### src/rtl/v3_peak_detector_if.sv
// ----------------------------------------------------------------------------
// v3_peak_detector_if : event valid/ready bus from the peak detector to readout
// Revision: 1.0
// ----------------------------------------------------------------------------
`default_nettype none

interface v3_peak_detector_if #(
  parameter int SIZE_IN = 17,
  parameter int TS_W    = 32,
  parameter int WID_W   = 8
);
  logic                      ev_valid;
  logic                      ev_ready;
  logic signed [SIZE_IN-1:0] ev_amp;
  logic [TS_W-1:0]           ev_time;
  logic [WID_W-1:0]          ev_width;
  logic                      ev_pileup;

  modport master (
    output ev_valid, ev_amp, ev_time, ev_width, ev_pileup,
    input  ev_ready
  );

  modport slave (
    input  ev_valid, ev_amp, ev_time, ev_width, ev_pileup,
    output ev_ready
  );
endinterface

`default_nettype wire

### src/rtl/v3_peak_detector.sv
// ----------------------------------------------------------------------------
// v3_peak_detector : threshold pulse detector with peak/time/width capture
// Revision: 1.0
// ----------------------------------------------------------------------------
`default_nettype none

module v3_peak_detector #(
  parameter int SIZE_IN   = 17,
  parameter int TS_W      = 32,
  parameter int WID_W     = 8,
  parameter int MAX_WIDTH = 64,
  parameter int HOLDOFF   = 16
) (
  input  logic                      clk,
  input  logic                      reset,
  input  logic signed [SIZE_IN-1:0] input_data,
  input  logic signed [SIZE_IN-1:0] threshold,
  v3_peak_detector_if.master        ev,
  output logic [7:0]                drop_count
);

  localparam int HC_W = (HOLDOFF > 1) ? $clog2(HOLDOFF + 1) : 1;
  localparam logic [31:0] MAX_W = 32'(MAX_WIDTH);

  localparam logic [1:0] S_IDLE  = 2'd0;
  localparam logic [1:0] S_PULSE = 2'd1;
  localparam logic [1:0] S_HOLD  = 2'd2;

  logic [1:0]                state;
  logic [1:0]                state_nx;
  logic [TS_W-1:0]           ts;
  logic signed [SIZE_IN-1:0] max;
  logic [TS_W-1:0]           max_t;
  logic [WID_W-1:0]          wid;
  logic [HC_W-1:0]           hcnt;
  logic                      above;
  logic                      emit;
  logic                      load;
  logic                      pileup;

  assign above  = input_data > threshold;
  assign pileup = 32'(wid) > MAX_W;

  always_ff @(posedge clk) begin
    if (reset) state <= S_IDLE;
    else       state <= state_nx;
  end

  always_comb begin
    state_nx = state;
    case (state)
      S_IDLE:  if (above) state_nx = S_PULSE;
      S_PULSE: if (!above) state_nx = (HOLDOFF == 0) ? S_IDLE : S_HOLD;
      S_HOLD:  if (hcnt == HC_W'(1)) state_nx = S_IDLE;
      default: state_nx = S_IDLE;
    endcase
  end

  // An accept in the same cycle frees the single-entry register for the new event.
  always_comb begin
    emit = 1'b0;
    if (state == S_PULSE && !above) emit = 1'b1;
    load = emit && (!ev.ev_valid || ev.ev_ready);
  end

  always_ff @(posedge clk) begin
    if (reset) begin
      ts    <= '0;
      max   <= '0;
      max_t <= '0;
      wid   <= '0;
      hcnt  <= '0;
    end else begin
      ts <= ts + 1'b1;
      case (state)
        S_IDLE: begin
          if (above) begin
            max   <= input_data;
            max_t <= ts;
            wid   <= WID_W'(1);
          end
        end
        S_PULSE: begin
          if (above) begin
            if (wid != '1) wid <= wid + 1'b1;
            // Strict compare: on a tie the earlier sample keeps the peak.
            if (input_data > max) begin
              max   <= input_data;
              max_t <= ts;
            end
          end else begin
            hcnt <= HC_W'(HOLDOFF);
          end
        end
        S_HOLD:  hcnt <= hcnt - 1'b1;
        default: ;
      endcase
    end
  end

  always_ff @(posedge clk) begin
    if (reset) begin
      ev.ev_valid  <= 1'b0;
      ev.ev_amp    <= '0;
      ev.ev_time   <= '0;
      ev.ev_width  <= '0;
      ev.ev_pileup <= 1'b0;
      drop_count   <= '0;
    end else if (load) begin
      ev.ev_valid  <= 1'b1;
      ev.ev_amp    <= max;
      ev.ev_time   <= max_t;
      ev.ev_width  <= wid;
      ev.ev_pileup <= pileup;
    end else begin
      if (emit && drop_count != 8'hFF) drop_count <= drop_count + 1'b1;
      if (!emit && ev.ev_ready) ev.ev_valid <= 1'b0;
    end
  end

endmodule

`default_nettype wire

### src/flat_wrapper.sv
// flat-port wrapper written by rule: the top's interface ports become plain ports
module v3_peak_detector_flat 
#(
  parameter int SIZE_IN   = 17,
  parameter int TS_W      = 32,
  parameter int WID_W     = 8,
  parameter int MAX_WIDTH = 64,
  parameter int HOLDOFF   = 16
)
  (clk, reset, input_data, threshold, drop_count, ev_ev_valid, ev_ev_amp, ev_ev_time, ev_ev_width, ev_ev_pileup, ev_ev_ready);
  v3_peak_detector_if #(.SIZE_IN(SIZE_IN), .TS_W(TS_W), .WID_W(WID_W)) ev_i ();
  input  logic clk;
  input  logic reset;
  input  logic signed [SIZE_IN-1:0] input_data;
  input  logic signed [SIZE_IN-1:0] threshold;
  output logic [7:0] drop_count;
  output wire logic [$bits(ev_i.ev_valid)-1:0] ev_ev_valid;
  output wire logic [$bits(ev_i.ev_amp)-1:0] ev_ev_amp;
  output wire logic [$bits(ev_i.ev_time)-1:0] ev_ev_time;
  output wire logic [$bits(ev_i.ev_width)-1:0] ev_ev_width;
  output wire logic [$bits(ev_i.ev_pileup)-1:0] ev_ev_pileup;
  input wire logic [$bits(ev_i.ev_ready)-1:0] ev_ev_ready;
  assign ev_ev_valid = ev_i.ev_valid;
  assign ev_ev_amp = ev_i.ev_amp;
  assign ev_ev_time = ev_i.ev_time;
  assign ev_ev_width = ev_i.ev_width;
  assign ev_ev_pileup = ev_i.ev_pileup;
  assign ev_i.ev_ready = ev_ev_ready;
  v3_peak_detector #(.SIZE_IN(SIZE_IN), .TS_W(TS_W), .WID_W(WID_W), .MAX_WIDTH(MAX_WIDTH), .HOLDOFF(HOLDOFF)) u_core (.clk(clk), .reset(reset), .input_data(input_data), .threshold(threshold), .ev(ev_i), .drop_count(drop_count));
endmodule
### config.mk
export PLATFORM = sky130hd
export DESIGN_NAME = v3_peak_detector_flat
export DESIGN_NICKNAME = d
export VERILOG_FILES = /design/src/rtl/v3_peak_detector_if.sv /design/src/rtl/v3_peak_detector.sv /design/src/flat_wrapper.sv
export SDC_FILE = /design/constraint.sdc
export NUM_CORES = 1
export LEC_CHECK = 0
export ABC_AREA = 1
export BUFFER_PORTS_ARGS = -buffer_cell sky130_fd_sc_hd__buf_2
export CAP_MARGIN = 30
export CORE_UTILIZATION = 50
export DETAILED_ROUTE_END_ITERATION = 8
export GPL_TIMING_DRIVEN = 0
export PLACE_DENSITY = 0.69
export SLEW_MARGIN = 20
export SYNTH_ARGS = -nofsm -noshare
export SYNTH_HDL_FRONTEND = slang
export SYNTH_SLANG_ARGS = --single-unit
### constraint.sdc
create_clock -name clk -period 4.8 [get_ports clk]
set_input_delay 0.48 -clock clk [delete_from_list [all_inputs] [get_ports clk]]
set_output_delay 0.48 -clock clk [all_outputs]
set_load 0.005 [all_outputs]
* After elaboration in Yosys (flattened, before gate mapping)
Index checks and enable logic that the tools add are counted.
** Operators by class
- Add/subtract/negate cells :: 4
- Multipliers :: 0
- Divide/modulo/power cells :: 0
- Order comparisons :: 3
- Eq/ne operators :: 11
- Shift operators :: 0
- Muxes and demuxes :: 21
- Bitwise gates (word level) :: 1
- Reduce and logical (&&, ||, !) cells :: 17
** Operators by type and width (number)
- $mux 32 :: 3
- $pmux 32 s2 :: 1
- $mux 17 :: 3
- $gt 17x17->1 :: 2
- $pmux 17 s2 :: 1
- $add 32x1->32 const B :: 1
- $mux 8 :: 3
- $add 8x1->8 const B :: 2
- $ne 8x8->1 const B :: 2
- $pmux 8 s2 :: 1
- $pmux 5 s2 :: 1
- $gt 8x7->1 const B :: 1
- $reduce_and 4->1 :: 2
- $mux 2 :: 3
- $ne 2x1->1 const B :: 3
- $ne 2x2->1 const B :: 3
- $pmux 2 s3 :: 1
- $reduce_bool 2->1 :: 3
- $eq 5x1->1 const B :: 1
- $mux 5 :: 1
- $sub 5x1->5 const B :: 1
- $logic_and 1x1->1 :: 4
- $reduce_and 2->1 :: 2
- $logic_not 1->1 :: 3
- other kinds (7) :: 9
** Storage, ports and cells
- Flip-flop bits (word level) :: 163
- Bits in latches :: 0
- RAM bits :: 0
- Memory bits (read-only) :: 0
- Bits of input ports :: 37
- Output and inout port bits :: 67
- Memories kept :: 0

* Longest topological paths before layout
Gate-level depths: netlist of run 1.
- Word-level depth :: 8
- Mapped depth :: 17
- Mapped depth without buffers :: 16

* Worst setup path after synthesis of run 1
OpenSTA, ideal clock, no wires.
- Kind :: input-to-reg
- From :: in threshold[16]
- To :: reg u_core.ev.ev_amp[16]
- Setup time :: 132 ps
- Arrival time :: 2000 ps
- Path slack :: 2668 ps
- Cell stages on the path :: 13
- Buffers on the path :: 2
- Cells stage by stage :: inv_1 ha_1 a21o_1 nor2_1 nand2_1 nor2_1 nand3_1 nand2_4 nand3_2 buf_4 buf_2 nand2_1 a21oi_1
** On the way
- Cells in the longest elaborated chain, start to end :: 5
** RTL lines
- start: declaration :: line flat_wrapper.sv:15 : input logic signed [SIZE_IN-1:0] threshold;
- $gt 17x17->1 :: line v3_peak_detector.sv:41 : assign above = input_data > threshold;
- $logic_not 1->1
- $logic_and 1x1->1 :: line v3_peak_detector.sv:62 : if (state == S_PULSE && !above) emit = 1'b1;
- $mux 1 :: line v3_peak_detector.sv:62
- $logic_and 1x1->1 :: line v3_peak_detector.sv:63 : load = emit && (!ev.ev_valid || ev.ev_ready);
- end signal: assignment :: line v3_peak_detector.sv:111 : ev.ev_amp <= max;
- end: declaration :: line v3_peak_detector_if.sv:20 : output ev_valid, ev_amp, ev_time, ev_width, ev_pileup,
Every way passes these cells.
A chain may end at the register's enable or synchronous reset.

* Worst setup path in the final report of run 1
- From :: reg u_core.max[12]
- To :: reg u_core.max_t[12]
** On the way
- Cells in the longest elaborated chain, start to end :: 3
** RTL lines
- start: declaration :: line v3_peak_detector.sv:32 : logic signed [SIZE_IN-1:0] max;
- start signal: assignment :: line v3_peak_detector.sv:78 : max <= input_data;
- start signal: assignment :: line v3_peak_detector.sv:88 : max <= input_data;
- $gt 17x17->1 :: line v3_peak_detector.sv:87 : if (input_data > max) begin
- $ne 2x2->1 (no source line)
- $reduce_and 4->1 (no source line)
- end signal: assignment :: line v3_peak_detector.sv:79 : max_t <= ts;
- end signal: assignment :: line v3_peak_detector.sv:89 : max_t <= ts;
- end: declaration :: line v3_peak_detector.sv:33 : logic [TS_W-1:0] max_t;
Every way passes these cells.

==> results of run 1 <==
-- cell families (layout without fill, tap and decap cells) --
| logic type | after synthesis | after routing | share of synthesized area |
|---|---|---|---|
| and+or+nand+nor | 550 | 550 | 0.306 |
| AOI/OAI and AO/OA | 179 | 179 | 0.113 |
| xor gates and xnor gates | 13 | 13 | 0.0141 |
| buffers and inverters | 203 | 337 | 0.102 |
| adders and majority gates | 40 | 40 | 0.0618 |
| DFF | 163 | 163 | 0.403 |
-- report_power, final --
| group | internal, mW | switching [mW] | leakage [nW] |
|---|---|---|---|
| registers | 1.47 | 0.0798 | 1.33 |
| logic | 0.263 | 0.475 | 2.57 |
| clock network | 0.833 | 0.553 | 0.287 |
| total | 2.56 | 1.11 | 4.18 |
-- layout by cell type, fill, tap and decap left out, types with 2 or more instances in the layout --
cell type,n
sky130_fd_sc_hd__nand2_1,239
sky130_fd_sc_hd__dfxtp_1,163
sky130_fd_sc_hd__a21oi_1,150
sky130_fd_sc_hd__inv_1,136
sky130_fd_sc_hd__buf_2,120
sky130_fd_sc_hd__nor2_1,115
sky130_fd_sc_hd__nand4_1,74
sky130_fd_sc_hd__nand3_1,74
sky130_fd_sc_hd__ha_1,40
sky130_fd_sc_hd__clkbuf_1,34
sky130_fd_sc_hd__nor3_1,24
sky130_fd_sc_hd__o21ai_0,22
sky130_fd_sc_hd__clkbuf_16,17
sky130_fd_sc_hd__nor3b_1,7
sky130_fd_sc_hd__buf_1,7
sky130_fd_sc_hd__xor2_1,7
sky130_fd_sc_hd__xnor2_1,6
sky130_fd_sc_hd__buf_4,5
sky130_fd_sc_hd__nor4_1,5
sky130_fd_sc_hd__a21o_1,3
sky130_fd_sc_hd__nand3_2,3
sky130_fd_sc_hd__buf_6,3
sky130_fd_sc_hd__or2_2,3
sky130_fd_sc_hd__o21a_1,3
sky130_fd_sc_hd__clkinvlp_4,3
sky130_fd_sc_hd__bufinv_16,3
sky130_fd_sc_hd__clkinv_2,3
sky130_fd_sc_hd__clkinv_1,2
sky130_fd_sc_hd__inv_6,2
-- metrics by stage --
stage	instance area [um^2]	power (mW)	std cells	utilization
6_report	9470	3.67	1498	0.599
5_1_grt	9470	3.87	1498	0.599
4_1_cts	9470	3.69	1498	0.599
3_5_place_dp	8870	2.31	1466	0.561
3_3_place_gp	8870	2.29	1466	0.561
2_1_floorplan	8090	2.10	1148	-
-- worst max-delay path, delay by kind of cell (launching register included) --
kind,cells,cell delay (ns)
AO/OA/AOI/OAI,2,0.37
adder cells (fa/ha/maj),1,0.29
buffers and inverters,4,0.61
flip-flops,1,0.37
AND/OR/NAND/NOR,7,0.74
-- flip-flops by register name, indices dropped and copies added (netlist names) --
| name | flops |
|---|---|
| u_core.max | 17 |
| u_core.ts | 32 |
| u_core.ev.ev_time | 32 |
| u_core.drop_count | 8 |
| u_core.wid | 8 |
| u_core.max_t | 32 |
| u_core.hcnt | 5 |
| u_core.state | 2 |
| u_core.ev.ev_width | 8 |
| u_core.ev.ev_valid | 1 |
| u_core.ev.ev_amp | 17 |
| u_core.ev.ev_pileup | 1 |
-- layer usage --
layer / up-vias / track usage / share of wire
met1: 3554 / 0.346 / 0.49
met2: 173 / 0.404 / 0.45
met4: 0 / 0.0761 / 0.018
met3: 30 / 0.0421 / 0.041
met5: - / 0 / 0
li1: 4014 / - / -
-- path summary, 6_finish.rpt --
check                               startpoint                to  cells after the start
worst min-delay path             input_data[1]     u_core.max[1]                      5
worst min register to register    u_core.ts[0]      u_core.ts[0]                      1
worst max-delay path            u_core.max[12]  u_core.max_t[12]                     14
worst max register to register  u_core.max[12]  u_core.max_t[12]                     14
-- cell type report --
cell class / instances / area [um^2] / area share
plain buffers: 65 / 308 / 0.0325
clock buffers: 20 / 447 / 0.0471
clock inverters: 12 / 154 / 0.0162
inverters: 138 / 518 / 0.0547
multi-input cells: 782 / 4000 / 0.423
flip-flops and latches: 163 / 3260 / 0.344
well taps: 216 / 270 / 0.0285
repair buffers: 102 / 510 / 0.0539
==> results by stage, run 1 <==
Synth:
- In the synthesized netlist the dominant register cell turns out to be sky130_fd_sc_hd__dfxtp_1.
- After synthesis, the most frequently instantiated cells are 239 x sky130_fd_sc_hd__nand2_1, 163 x sky130_fd_sc_hd__dfxtp_1, 150 x sky130_fd_sc_hd__a21oi_1.
- The synthesized netlist net count is 1,225.
- The flip-flop and latch count after synthesis is around 160.
- The count of flip-flops with a built-in enable after synthesis is 0.
- The synthesized cell area is about 0.0081 mm^2.
- The synthesized netlist cell count is 1,148.
- The largest total area in the synthesized netlist belongs to sky130_fd_sc_hd__dfxtp_1.
- In the post-synthesis netlist, the biggest area contributors are sky130_fd_sc_hd__dfxtp_1 40%, sky130_fd_sc_hd__nand2_1 11%, sky130_fd_sc_hd__a21oi_1 9.3%.
- Dividing the synthesized area by the synthesized cell count gives just over 7 um^2.
- The number of library cell types mapped by synthesis is 31.
- In the post-synthesis netlist, the cell with the most instances is sky130_fd_sc_hd__nand2_1.
- The number of synthesis warnings is 0.
- The area share of the leading cell type in the synthesized netlist is 0.403.
- Of the synthesized area, sequential elements account for 0.403.
- In the synthesized netlist the async set-or-reset flop fraction comes to 0.

Setup path:
- Traced cell by cell, the critical path runs through inv_1, ha_1, nand2_1, inv_1, nand2_1, nand2_1, a21oi_1, nand3_1, nand2_1, nand3_2, buf_2, buf_2, a21oi_1, nor2_1.
- The delay of the slowest cell on the worst path is roughly 0.37 ns.
- By instance count, the cell type seen most on the critical path is sky130_fd_sc_hd__nand2_1.
- The standard cell with the maximum stage delay on the critical path is sky130_fd_sc_hd__dfxtp_1.
- The maximum net fanout on the critical path is 10.
- The nature of the critical path endpoint is a register.
- The worst path required time is roughly 5 ns.
- The worst setup path is launched from a register.
- Setup slack on the worst reg-to-reg path comes out at 2.31 ns.
- The setup path with the least slack is of type register to register.
- Data arrives at the worst endpoint at around 2.8 ns.

Clocking:
- TritonCTS created 17 clock buffers.
- CTS placed an instance of sky130_fd_sc_hd__clkbuf_16 at the clock tree root.
- After clock tree synthesis, the repair step resized 0 gates.
- The H-tree generated during clock tree synthesis spans 4 levels.
- The number of hold buffers added after CTS was 0.
- The clock transition at the registers of the reported paths is 0.06 ns.
- Counting every sink on the clock net gives 163.
- The CTS tree is built.
- The longest clock path from root to sink contains 2 buffers.
- After clock tree synthesis, the setup repair step added 0 buffers.
- At the later pin of the worst-skew pair, clock insertion delay measures roughly 0.42 ns.

Finish:
- The area growth from synthesis to layout is 17.1%.
- The net count of the finished layout is around 1,300.
- The number of fillers in the final layout is ~1,500.
- The number of antenna repair diodes is 0.
- The fraction of final layout cells sized beyond drive strength 1 is 0.131.

STA:
- For the pin with the worst max-slew slack, the measured transition is 0.708 ns.
- Setup violations remaining at the end of the flow were counted as 0.
- The max-slew violation count was 0.
- Summed over all failing endpoints, the final setup total negative slack is 0 ns.
- Derived from the worst setup path, the maximum achievable clock frequency is 402 MHz.
- On the final layout, the worst hold slack is ~0.42 ns.
- The normalized max-slew margin is 0.528.
- The clock period minus final worst setup slack is 2.49 ns.
- Setup repair after global routing left no endpoint under its margin.
- The worst path meets setup with between 2 and 2.5 ns of slack.
- The clock skew is around 0.012 ns.
- The final number of hold-violating endpoints is 0.
- The ratio of final minimum period to clock period is 0.518.

Route:
- The routed length per instance is approximately 13 um.
- The final layout contains routed wiring with a total length of ~20 mm.
- In the routed design, unresolved DRC markers number 0.
- The iteration-0 DRC count of the detailed router is 470.
- The count of nets left with antenna violations once routing finished came out at 0.
- For this run, the detailed router's first-pass iteration total came to 6.
- After detailed routing, the number of vias per cell comes to approximately 5.2.
- The detailed router placed 7,771 vias in this run.

Die:
- The number of top-level pins is 104.
- The height of the die is about 130 um.
- In this run the core area contains between 40 and 50 standard-cell rows.
- The initial utilization of the core area, before any placement, comes to 0.511.
- The core area is 0.0158 mm^2.
- From left edge to right edge, the die measures between 100 and 150 um.
- The floorplan step defined a die boundary enclosing approximately 0.017 mm^2.

Job:
- The number of violations of the max-capacitance limit is 0.

Worst hold path:
- The path type of the worst min-delay path is primary input to register.

Global routing:
- The via count of the first global-routing pass is 6,973.
- The number of antenna violations at the first check in global routing is 0.
- Across every metal layer, demand over resource in global routing totals 0.252.
- The wire length of the first global-routing pass is between 30 and 40 mm.
- Entering global routing, the biggest net connects 17 pins.
- The total grt overflow is 0.

Place:
- The quantity of I/O buffers inserted on ports is ~100.
- The worst setup slack before clock tree synthesis is about 2.0 ns.
- Once detailed placement completed, the half-perimeter wirelength came to roughly 15 mm.
- The placer's final routability congestion estimate is around 0.88.

Run status:
- The flow ran to the end, and the final reports show no timing, DRC or antenna violations.

Power and ir drop:
- For this design the ratio of total power to cell area is about 390 mW/mm^2.
- The static power due to leakage is approximately 4.2 nW.
- The peak supply drop is between 200 and 300 uV.
No activity file was read; power rests on OpenSTA's default activity.
==> inputs of run 2 (changes only) <==
clock period = 2.6 ns   (was 4.8 ns; I/O delays follow)
==> run 2 against run 1 <==
Compared with the run above:
- first-iteration DRC count increased by 6.8%
- final cell count did not move
- worst hold slack lost 0.22 ns
- power grew 85%
- sequential power is 85% higher
- design area up 0.12%
- non-clock buffer count unchanged
- clock power up 84%
- fmax up 4.3%
- combinational power grew 86%
- die area stayed put
- critical endpoint is now u_core.max_t[30]
- largest cell class unchanged
==> results by stage, run 2 (synthesized netlist as in run 1, its figures left out) <==
Run status:
- The flow ran to the end, and the final reports show no timing, DRC or antenna violations.

Setup path:
- The signal on the critical path passes through inv_1, ha_1, nand2_1, inv_1, nand2_1, nand2_1, a21oi_1, nand4_1, nand3_4, clkbuf_1, nand3_1, nand2_1, nor2_1.
- The delay of the slowest cell on the worst path is between 0.3 and 0.4 ns.
- The logic depth of the worst setup path including buffers is 13.
- The critical path's most frequent cell is sky130_fd_sc_hd__nand2_1.
- The arrival time at the worst endpoint is roughly 2.7 ns.
- The kind of start point of the critical path is a register.
- The setup path with the least slack is of type register to register.
- STA puts the critical path data required time at 2.92 ns.
- STA classifies the critical path endpoint as a register.
- The total buffers and inverters traversed by the critical path is 3.
- The cell family contributing the most delay on the critical path is simple AND/OR/NAND/NOR gates.
- The maximum net fanout on the critical path is 10.
- The slowest stage of the critical path is the sky130_fd_sc_hd__clkbuf_1 cell.
- The setup check on the worst reg-to-reg path leaves a slack of approximately 0.22 ns.
- The number of cells on the worst reg-to-reg path is 13.

Die:
- The height of the die is approximately 130 um.
- The die covers approximately 0.017 mm^2.
- The initialized floorplan defines 46 standard-cell rows.
- The floorplan step set the die width to 129 um.
- For this configuration, the core starts out at a cell density of 0.511.
- around 100 I/O pins were placed.
- The core area is 0.0158 mm^2.

Power and ir drop:
- Total power for the finished layout comes to 6.79 mW.
- The clock share of power is 0.377.
- The share of total power in sequential cells is 0.421.
- The cell-internal power is 4.74 mW.
- The switching power total is ~2 mW.
- For this design the static power due to leakage is roughly 4.2 nW.
- In this run the power density over the cells is between 700 and 800 mW/mm^2.
- Of the total power, the share spent switching nets is 0.302.
- The peak supply drop is between 500 and 600 uV.
- The combinational share of power is 0.202.

Route:
- The routed wire length is slightly above 20 mm.
- The final antenna-violating net count is 0.
- Dividing the detail-routed wire length by the instance count gives approximately 13 um.
- In the routed design, unresolved DRC markers number 0.
- The iteration-0 DRC count of the detailed router is ~500.
- After detailed routing, the number of vias per cell comes to 5.19.
- The first TritonRoute pass finished after 5 iterations.
- The total via count in the routed design is slightly below 8,000.

Place:
- The quantity of I/O buffers inserted on ports is ~100.
- Once detailed placement completed, the half-perimeter wirelength came to approximately 15 mm.
- The number of placed instances, taps included, is around 1,500.
- The placer's final routability congestion estimate is between 0.8 and 0.9.
- The worst setup slack before clock tree synthesis is between 0.05 and 0.06 ns.

STA:
- Setup repair after global routing left no endpoint under its margin.
- The final number of hold-violating endpoints is 0.
- Setup slack on the critical path of the routed design comes to 0.215 ns.
- The normalized max-slew margin is 0.515.
- The clock period minus final worst setup slack is between 2 and 2.5 ns.
- The total negative slack is 0 ns.
- Timing would allow up to about 420 MHz.
- The measured slew at the worst slew-check pin is 0.728 ns.
- The ratio of final minimum period to clock period is 0.917.
- The max-slew violation count is 0.
- Clock skew on the completed layout was measured at ~0.0092 ns.
- Setup violations remaining at the end of the flow were counted as 0.

Finish:
- The area growth from synthesis to layout is 17.2%.
- The repair_antennas step left the layout with diodes totalling 0.
- The largest registers in the layout are u_core.ev.ev_time x32, u_core.max_t x32, u_core.ts x32.
- At the end of the flow the core is filled with cells to 0.599.
- In the final layout, the share of cells above drive strength 1 is 0.132.
- The count of non-filler cells in the finished layout is around 1,500.
- The final layout contains around 1,300 nets.
- The library cell used most frequently in the layout, excluding fill and tap cells, is sky130_fd_sc_hd__nand2_1.
- The library cells used most frequently in the layout, excluding fill and tap cells, are 239 x sky130_fd_sc_hd__nand2_1, 163 x sky130_fd_sc_hd__dfxtp_1, 150 x sky130_fd_sc_hd__a21oi_1, 136 x sky130_fd_sc_hd__inv_1, 119 x sky130_fd_sc_hd__buf_2.

Global routing:
- The via count of the first global-routing pass is approximately 7,000.
- Entering global routing, the biggest net connects 17 pins.
- The number of antenna violations at the first check in global routing came to 0.
- In the global route stage, overall resource usage came out at 0.252.
- The total grt overflow is 0.
- The first global-routing pass estimated 33.6 mm of wire.

Clocking:
- The clock net in this run drives a total of ~160 sinks.
- Buffers inserted during clock tree synthesis total 17.
- The clock root buffer master is sky130_fd_sc_hd__clkbuf_16.
- The clock insertion delay at the later pin of the skew report is roughly 0.42 ns.
- The clock tree synthesis step divided the H-tree into 4 levels.
- The clock transition at the registers of the reported paths is around 0.060 ns.
- The CTS tree is built.
- After clock tree synthesis, the repair step resized 0 gates.
- The post-cts hold buffer count is 0.
- The maximum root-to-sink buffer count is 2.
- The number of buffers inserted to repair setup after CTS is 0.

Worst hold path:
- The number of cells on the worst hold path is 5.
- The path type of the worst min-delay path is primary input to register.

Job:
- Across the run, the number of max-cap violations was 0.
[run 2: cell type report]
| cell class | count | area [um^2] |
|---|---|---|
| tap | 216 | 270 |
| timing repair buffer | 102 | 510 |
| buffer | 65 | 312 |
| clock buffer | 20 | 447 |
| multi-input combinational | 782 | 4010 |
| clock inverter | 12 | 154 |
| sequential | 163 | 3260 |
| fill | 1539 | 6340 |
| inverter | 138 | 518 |
[run 2: worst paths after layout]
check	startpoint	end
max	u_core.max[12]	u_core.max_t[30]
min	input_data[4]	u_core.max[4]
max reg2reg	u_core.max[12]	u_core.max_t[30]
min reg2reg	u_core.ts[0]	u_core.ts[0]
[run 2: through the flow]
step                      hold slack, ns  cell area (um^2)
final                              0.196              9490
after detailed placement           0.442              8870
after global routing               0.210              9490
after floorplan                    0.417              8090
after global placement             0.434              8870
after CTS                          0.179              9470
[run 2: power groups by stage]
stage	clock network, mW	registers [mW]	logic, mW
final	2.56	2.86	1.37
after global routing	2.71	2.88	1.57
after CTS	2.59	2.85	1.37
after detailed placement	0	2.91	1.35
after global placement	0	2.90	1.33
after floorplan	0	2.87	1.00
[run 2: worst min-delay path, delay by kind of cell]
family | cells | cell delay (ns)
buffers and inverters | 2 | 0.15
and+or+nand+nor | 3 | 0.18
[run 2: metal layers]
metal	wire length, um	part of all wire	global-route usage
met5	0	0	0
met4	302	0.015	0.0761
met3	761	0.038	0.0421
met2	9220	0.46	0.404
met1	9830	0.49	0.346
==> inputs of run 3 (changes only) <==
RECOVER_POWER = 100   (was default)
TNS_END_PERCENT = 1   (was default)
==> run 3 against run 2 <==
Compared with the run above:
- worst setup slack lost 0.032 ns
- via count is essentially flat
- combinational power is essentially flat
- non-clock buffer count is the same
- first-iteration DRC count shrank 11%
- sequential cell count is the same
- clock skew grew 0.00094 ns
- utilization shrank 0.52 points
==> results by stage, run 3 (synthesized netlist as in run 1, its figures left out) <==
Setup path:
- The nature of the critical path endpoint is a register.
- The arrival time at the worst endpoint is between 2 and 3 ns.
- The worst setup path is launched from a primary input.
- STA puts the critical path data required time at about 2.9 ns.
- The delay of the slowest cell on the worst path is ~0.44 ns.
- The type of the worst setup path is primary input to register.
- The slowest stage of the critical path belongs to the cell sky130_fd_sc_hd__nand2_1.
- Walking the worst path, the cells encountered are clkbuf_1, ha_1, a21o_1, nor2_1, nand2_1, nor2_1, nand3_1, nand2_1, nand3_2, buf_4, clkbuf_2, nand2_1, a21oi_1.
- Along the worst path, the maximum fanout reaches 10.
- For the worst flop-to-flop path, the logic depth is 13.
- The critical path's most frequent cell is sky130_fd_sc_hd__nand2_1.

Finish:
- Leaving out fill and tap cells, the most frequent cells in the layout are 240 x sky130_fd_sc_hd__nand2_1, 163 x sky130_fd_sc_hd__dfxtp_1, 150 x sky130_fd_sc_hd__a21oi_1, 136 x sky130_fd_sc_hd__inv_1, 115 x sky130_fd_sc_hd__nor2_1.
- 0 antenna diodes ended up in the layout.
- The fraction of final layout cells sized beyond drive strength 1 is 0.0975.
- Relative to the synthesized area, the layout overhead comes to 16.2%.
- The filler cells instantiated in the layout total about 1,600.
- Summing all multi-input logic gate instances after layout gives between 0.003 and 0.004 mm^2.
- The most frequent standard cell in the layout excluding fill and tap cells is sky130_fd_sc_hd__nand2_1.
- The net count of the finished layout is 1,346.
- The area occupied by registers is 0.00326 mm^2.
- The largest registers in the layout are u_core.ev.ev_time x32, u_core.max_t x32, u_core.ts x32.

Die:
- The die area is around 0.017 mm^2.
- The width of the die is between 100 and 150 um.
- The count of standard-cell rows is between 40 and 50.
- The number of top-level pins is between 100 and 150.
- The effective utilization at floorplan is 0.511.
- The floorplan step set the die height to approximately 130 um.
- The core area is 0.0158 mm^2.

Worst hold path:
- The number of cells on the worst hold path is 5.
- The path type of the worst min-delay path is primary input to register.

Run status:
- The flow ran to the end, and the final reports show no timing, DRC or antenna violations.

Clocking:
- The maximum root-to-sink buffer count is 2.
- CTS placed an instance of sky130_fd_sc_hd__clkbuf_16 at the clock tree root.
- The number of clock buffers inserted by TritonCTS is 17.
- The clock transition at the registers of the reported paths is about 0.060 ns.
- The number of sinks on the clock net is 163.
- The CTS tree is built.
- The clock tree synthesis step divided the H-tree into 4 levels.
- The clock insertion delay at the later pin of the skew report is between 0.4 and 0.5 ns.

Place:
- Summed over all nets, the half-perimeter wirelength after detailed placement is around 15 mm.
- The quantity of I/O buffers inserted on ports is a little over 100.
- The placer's final routability congestion estimate is 0.884.
- Before CTS, the worst setup slack after placement is 0.0531 ns.

Global routing:
- The first global-routing pass estimated 33.6 mm of wire.
- For this run, global-route usage on met2 was measured as 0.404.
- The global routing stage identified its most utilized layer as met2.
- The via count of the first global-routing pass is between 6,000 and 7,000.
- The total grt overflow is 0.
- The total routing resource utilization after global routing is 0.252.
- In the global route stage, met3 resource usage came out at 0.0421.
- Entering global routing, the biggest net connects 17 pins.
- The met1 layer usage reported by global route is 0.346.
- The number of antenna violations at the first check in global routing was 0.

STA:
- The max-slew violation count came to 0.
- The ratio of final minimum period to clock period is 0.930.
- Summed over all failing endpoints, the final setup total negative slack is 0 ns.
- The post-layout worst setup margin is around 0.18 ns.
- The final number of hold-violating endpoints came to 0.
- In this run the tightest slew margin relative to its limit is 0.516.
- The maximum clock rate is 414 MHz.
- The clock period minus final worst setup slack is between 2 and 2.5 ns.
- The setup-violating endpoint count in the final report is 0.
- The measured slew at the worst slew-check pin is ~0.73 ns.
- The clock skew is roughly 0.010 ns.
- Setup repair after global routing left no endpoint under its margin.

Route:
- The routed length per instance is 13.4 um.
- The number of design rule violations left after detail routing is 0.
- The final antenna-violating net count is 0.
- In this run, the number of DRC markers left after iteration 0 of detailed routing was around 450.
- The count of TritonRoute iterations in the first routing pass is 5.
- The routed design has 20.1 mm of wire.
- The detailed-route vias per instance is 5.19.
- The total via count in the routed design is roughly 7,800.

Power and ir drop:
- For this design the ratio of total power to cell area is between 700 and 800 mW/mm^2.
- For this design the static power due to leakage is about 4 nW.
- Across the VDD grid, the largest voltage drop is ~550 uV.

Job:
- The number of violations of the max-capacitance limit is 0.
==> run 3: cell types whose count changed in the layout (fill, tap and decap cells not counted) <==
| cell | change |
|---|---|
| sky130_fd_sc_hd__buf_1 | -3 |
| sky130_fd_sc_hd__nor3_2 | -1 |
| sky130_fd_sc_hd__nand2_1 | +1 |
| sky130_fd_sc_hd__nand2_4 | -1 |
| sky130_fd_sc_hd__clkbuf_1 | +44 |
| sky130_fd_sc_hd__clkbuf_2 | +5 |
| sky130_fd_sc_hd__buf_2 | -43 |
| sky130_fd_sc_hd__nor3_4 | -1 |
| sky130_fd_sc_hd__nor3_1 | +2 |
| sky130_fd_sc_hd__buf_4 | -3 |
==> run 3: cell type report <==
type / instances / share of cell area
buffer: 65 / 0.0321
clock buffer: 20 / 0.0475
clock inverter: 12 / 0.0164
inverter: 138 / 0.0551
multi-input combinational: 782 / 0.424
sequential: 163 / 0.347
tap: 216 / 0.0287
timing repair buffer: 102 / 0.0491
==> run 3: repair_timing <==
item,in CTS,in global routing
endpoints found under the setup margin,0,26
setup buffers,0,0
gates resized for setup,0,4
hold buffers,0,0
==> run 3: report_power, final <==
part	total [mW]	switching [mW]	internal [mW]
Combinational	1.35	0.877	0.478
Clock	2.55	1.01	1.54
Sequential	2.86	0.148	2.71
==> run 3: critical path, delay by kind of cell <==
kind | cells | cell delay [ns]
AND/OR/NAND/NOR | 7 | 1.25
buffers and inverters | 3 | 0.65
adder cells (fa/ha/maj) | 1 | 0.30
AO/OA/AOI/OAI | 2 | 0.25
==> run 3: stage by stage <==
step / utilization / cells / area, um^2 / hold WS (ns) / total power [mW]
after detailed placement: 0.561 / 1466 / 8870 / 0.442 / 4.26
after global routing: 0.594 / 1498 / 9400 / 0.210 / 7.14
after floorplan: - / 1148 / 8090 / 0.417 / 3.87
final: 0.594 / 1498 / 9400 / 0.193 / 6.76
after global placement: 0.561 / 1466 / 8870 / 0.434 / 4.23
after CTS: 0.599 / 1498 / 9470 / 0.179 / 6.81
==> run 3: final timing paths <==
check                 startpoint             endpoint  slack [ns]
hold / removal     input_data[1]        u_core.max[1]        0.19
setup / recovery  input_data[16]  u_core.ev.ev_amp[7]        0.18
setup reg to reg  u_core.max[12]     u_core.max_t[30]        0.21
hold reg to reg     u_core.ts[0]         u_core.ts[0]        0.45
==> run 3: layer usage <==
metal | vias up | part of all wire
met5 | - | 0
li1 | 4021 | -
met2 | 172 | 0.46
met3 | 24 | 0.041
met1 | 3558 | 0.49
met4 | 0 | 0.017
